File: config.mk
export PLATFORM = sky130hd
export DESIGN_NAME = cp0_int_seq
export DESIGN_NICKNAME = d
export VERILOG_FILES = /design/src/rtl/cp0_int_seq.sv
export SDC_FILE = /design/constraint.sdc
export NUM_CORES = 1
export LEC_CHECK = 0
export BUFFER_PORTS_ARGS = -buffer_cell sky130_fd_sc_hd__buf_4
export CAP_MARGIN = 15
export CORE_MARGIN = 3
export CORE_UTILIZATION = 28
export DETAILED_ROUTE_END_ITERATION = 8
export HOLD_SLACK_MARGIN = 0.15
export PLACE_DENSITY_LB_ADDON = 0.1
export SLEW_MARGIN = 5
export SYNTH_ARGS = -nofsm -noshare
export SYNTH_HDL_FRONTEND = slang
export SYNTH_SLANG_ARGS = --single-unit
File: constraint.sdc
create_clock -name clk -period 1.83 [get_ports clk]
set_clock_uncertainty 0.15 [all_clocks]
set_input_delay 0.2745 -clock clk [delete_from_list [all_inputs] [get_ports clk]]
set_output_delay 0.2745 -clock clk [all_outputs]
set_load 0.03 [all_outputs]
File: src/rtl/cp0_int_seq.sv
// cp0_int_seq -- interrupt / ERET sequencer for the multi-cycle MIPS core.
//
// Samples the CP0 interrupt request only at instruction boundaries, then walks
// RUN -> SAVE -> VECTOR -> RUN, issuing the EPC write / EXL set strobes and the
// PC override to the handler. ERET walks RUN -> RET -> RUN, clearing EXL and
// reloading the PC from EPC. This block is the only driver of the CP0 strobes.
//
// Optional build macro: INT_VECTORED_EN -- when defined, the VECTOR override is
// HANDLER_ADDR + int_id*VEC_STRIDE instead of the common HANDLER_ADDR.
//
// Ports:
//   clk, reset           rising-edge clock, synchronous active-high reset
//   IntReq               gated CP0 interrupt request
//   HWInt, im            raw interrupt lines and SR.IM (for int_id priority)
//   instr_end, eret      instruction boundary; ERET qualifier
//   npc, epc             next-instruction word address; CP0 EPC word address
//   cpu_hold             freezes control FSM and PC/IR writes
//   EPCWr/EXLSet/EXLClr  CP0 control strobes
//   epc_pc               value CP0 captures into EPC
//   pc_ovr, pc_ovr_val   PC override enable / byte address
//   int_id, int_cnt      last taken interrupt index (7 = none), taken count

module cp0_int_seq #(
  parameter logic [31:0] HANDLER_ADDR = 32'h0000_4180,
  parameter logic [31:0] VEC_STRIDE   = 32'h0000_0020,
  parameter int          CNT_W        = 16
) (
  input  logic             clk,
  input  logic             reset,
  input  logic             IntReq,
  input  logic [5:0]       HWInt,
  input  logic [5:0]       im,
  input  logic             instr_end,
  input  logic             eret,
  input  logic [29:0]      npc,
  input  logic [29:0]      epc,
  output logic             cpu_hold,
  output logic             EPCWr,
  output logic             EXLSet,
  output logic             EXLClr,
  output logic [29:0]      epc_pc,
  output logic             pc_ovr,
  output logic [31:0]      pc_ovr_val,
  output logic [2:0]       int_id,
  output logic [CNT_W-1:0] int_cnt
);

  typedef enum logic [1:0] {RUN, SAVE, VECTOR, RET} state_t;

  state_t           r_state, w_next;
  logic [29:0]      r_epc_pc;
  logic [2:0]       r_int_id;
  logic [CNT_W-1:0] r_int_cnt;
  logic [5:0]       w_masked;
  logic [2:0]       w_prio;
  logic             w_take;
  logic [31:0]      w_vec_addr;

  // Ascending scan so the highest set bit wins; an empty mask leaves 0.
  always_comb begin
    w_masked = HWInt & im;
    w_prio   = 3'd0;
    for (int i = 0; i < 6; i++)
      if (w_masked[i]) w_prio = 3'(i);
  end

  // ERET takes precedence at a boundary; the interrupt is retaken later.
  assign w_take = (r_state == RUN) && instr_end && !eret && IntReq;

`ifdef INT_VECTORED_EN
  assign w_vec_addr = HANDLER_ADDR + 32'(r_int_id) * VEC_STRIDE;
`else
  assign w_vec_addr = HANDLER_ADDR;
`endif

  always_comb begin
    w_next = r_state;
    case (r_state)
      RUN: begin
        if (instr_end && eret)      w_next = RET;
        else if (instr_end && IntReq) w_next = SAVE;
      end
      SAVE:    w_next = VECTOR;
      VECTOR:  w_next = RUN;
      RET:     w_next = RUN;
      default: w_next = RUN;
    endcase
  end

  always_ff @(posedge clk) begin
    if (reset) r_state <= RUN;
    else       r_state <= w_next;
  end

  always_ff @(posedge clk) begin
    if (reset) begin
      r_epc_pc  <= '0;
      r_int_id  <= 3'd7;
      r_int_cnt <= '0;
    end else if (w_take) begin
      r_epc_pc <= npc;
      r_int_id <= w_prio;
      if (r_int_cnt != {CNT_W{1'b1}}) r_int_cnt <= r_int_cnt + 1'b1;
    end
  end

  // Strobes decode from state only; reset masks them so a sequence cut short
  // by reset never emits a partial strobe in the reset cycle.
  always_comb begin
    cpu_hold   = 1'b0;
    EPCWr      = 1'b0;
    EXLSet     = 1'b0;
    EXLClr     = 1'b0;
    pc_ovr     = 1'b0;
    pc_ovr_val = 32'h0;
    if (!reset) begin
      case (r_state)
        SAVE: begin
          cpu_hold = 1'b1;
          EPCWr    = 1'b1;
          EXLSet   = 1'b1;
        end
        VECTOR: begin
          cpu_hold   = 1'b1;
          pc_ovr     = 1'b1;
          pc_ovr_val = w_vec_addr;
        end
        RET: begin
          cpu_hold   = 1'b1;
          EXLClr     = 1'b1;
          pc_ovr     = 1'b1;
          pc_ovr_val = {epc, 2'b00};
        end
        default: ;
      endcase
    end
  end

  assign epc_pc  = r_epc_pc;
  assign int_id  = r_int_id;
  assign int_cnt = r_int_cnt;

endmodule

==> results.toml <==
[status]
outcome = "complete, no violations"

[timing]
worst_slew_pin_slew_ps = 600
fin_setup_tns_ps = 0
relSlewSlack = 0.600
layout_setup_ws_ps = 1.08
min_period_ps = 1830
hold_viol_final = 0
timing.fmax_mhz = 547
period_share = 0.999
rsz0062_at_grt = "true"
whs_ps = 187
slew_violations = 0
setup_viol = 0

[yosys]
synth.avg_cell_area_um2 = 7.98
synth_cells = 302
ys.flop_type = "dfxtp_1"
ys_seq_elements = 51
ys_async_sr_fraction = 0
synth_edf_count = 0
ys_warn_count = 0
ys_seq_area_frac = 0.423
synth_cell_types = 46
syn_area_um2 = 2410

[finish]
multi_input_area_um2 = 1450
num_antenna_cells = 0
stdcell_area_um2 = 4730
layout_common_cells = "buf_4, nand2_1, a21oi_1, dfxtp_1, dlygate4sd3_1"
utilization = 0.569
fillers = 752
seq_area_um2 = 1040
drive_gt1_frac = 0.493
final_cells = 622
syn_to_final_growth_pct = 96.0
final_nets = 594
final_common_cell = "buf_4"

[floorplanning]
start_util = 0.291
die_w_um = 98.8
die_h_um = 98.8
fp.dieArea_um2 = 9760
core_um2 = 8300
core.rowCount = 33
io_pins = 163

[place]
gp_congestion = 0.722
place_area_um2 = 3860
port_buffers = 158
dp.cells = 567
dp_slack_ps = 11.3
dpl.hpwl_um = 5660

[detailed_routing]
ant_nets = 0
vias = 2961
drt_iter0_markers = 81
route.detailed.drc = 0
routed_wl_um = 8640
avgViaCountPerCell = 4.76
drt-wirelength-per-cell_um = 13.9
dr.pass1.iters = 4

[worst_setup_path]
critical-path-top-delay-family = "buffers and inverters"
path_class = "reg2out"
startpoint = "r_state[1]$_SDFFE_PP0P_"
r2r_slack_ps = 30
critPathMaxFanout = 8
crit_arrival_ps = 1400
cp_slowest_cell = "dfxtp_2"
r2r-end = "int_cnt[3]$_SDFFE_PP0P_"
crit_chain = "buf_6 -> nand2b_4 -> inv_6 -> buf_6 -> and3_4 -> buf_6"
cp.required_ps = 1410
cp_num_buf_inv = 4
r2r-start = "int_cnt[1]$_SDFFE_PP0P_"
path_depth = 6
r2r_cells = 7
cp-end-kind = "output port"
cpPeakStageDelay_ps = 380
startpoint_type = "flip-flop"
endpoint = "pc_ovr_val[26]"
cpMostUsedCell = "buf_6"

[global_route]
grt_pass1_vias = 2822
grt.total_usage = 0.161
grt_first_pass_wirelength_um = 13100
grt_overflow = 0
antenna_found_initial = 0
grt_max_degree = 56

[cts]
numCtsBuffers = 5
insertion_delay_ps = 310
cts.htree.levels = 2
cts_tree = "built"
clockRootBuffer = "clkbuf_8"
cts_sinks = 51
clockBufferDepth = 2
path_clk_slew_ps = 100

[power_and_ir_drop]
p_leak_nw = 2.12
p_total_mw = 2.34
irDropWorstVdd_mv = 0.337
power_density_nw_per_um2 = 495

[min_path]
hold_path_class = "in2reg"

[flow_run]
maxCapViolCount = 0
## report_power, final
group          internal [mW]  switching, mW
Sequential              1.14         0.0179
Clock                  0.277          0.402
Combinational          0.273          0.235
## final cells by class
cell class,count,area share
Multi-Input combinational cell,222,0.307
Clock inverter,3,0.00477
Timing Repair Buffer,230,0.420
Clock buffer,5,0.0146
Inverter,6,0.00582
Sequential cell,51,0.220
Tap cell,105,0.0278
## worst min-delay path by stage
stage | slack, ps | to | cells after the start | from
final | 190 | int_id[1]$_SDFFE_PP1P_ | 4 | im[3]
after global routing | 190 | int_id[2]$_SDFFE_PP1P_ | 4 | im[4]
after CTS | 170 | int_id[1]$_SDFFE_PP1P_ | 4 | im[3]
after detailed placement | 300 | epc_pc[14]$_SDFFE_PP0P_ | 2 | epc_pc[14]$_SDFFE_PP0P_
after global placement | 290 | epc_pc[26]$_SDFFE_PP0P_ | 2 | epc_pc[26]$_SDFFE_PP0P_
after floorplan | 260 | epc_pc[10]$_SDFFE_PP0P_ | 2 | npc[10]
## worst reg2reg max path: stages, from the launching register on
cell	delay, ps
dfxtp_4	370
ha_4	160
nand4_1	80
buf_6	140
nor4_4	40
buf_4	170
or4_4	510
a21oi_2	120
## synth_stat cells (4+ instances only)
cell type | number | area (µm²)
nand2_1 | 66 | 248
dfxtp_1 | 51 | 1020
a21oi_1 | 42 | 210
and3_1 | 28 | 175
clkbuf_1 | 13 | 48.8
nor2_1 | 11 | 41.3
buf_2 | 7 | 35.0
inv_1 | 6 | 22.5
and4_1 | 5 | 43.8
nand3_1 | 5 | 25.0
nor2b_1 | 5 | 31.3
nor3_1 | 5 | 25.0
buf_4 | 4 | 30.0
mux2_2 | 4 | 45.0
o31ai_1 | 4 | 30.0
or4_1 | 4 | 30.0
## registers in the layout, indices dropped and copies added, names as in the netlist
| name | cells |
|---|---|
| int_cnt | 16 |
| int_id | 3 |
| r_state | 2 |
| epc_pc | 30 |
## timing repair
item	in CTS	in global routing
resized for setup	29	50
endpoints found under the setup margin	32	39
endpoints found under the hold margin	33	0
cloned	2	1
pin swaps	1	25
hold buffers	36	0
setup buffers	3	6
## cell families (layout without fill, tap and decap cells)
logic type | Yosys count | after routing | share of synthesized area
other cells | 1 | 2 | 0.00156
buf+inv | 30 | 244 | 0.0566
compound gates | 64 | 64 | 0.157
simple gates | 151 | 151 | 0.337
fa+ha+maj | 1 | 1 | 0.00519
mux | 4 | 4 | 0.0187
flops | 51 | 51 | 0.423
## metal layers
layer,track usage,up-vias,wire length [µm]
met5,0,-,0
met1,0.192,1348,3500
met4,0.0473,0,87
li1,-,1496,-
met2,0.278,109,4360
met3,0.0467,8,693
No activity file was read; power rests on OpenSTA's default activity.
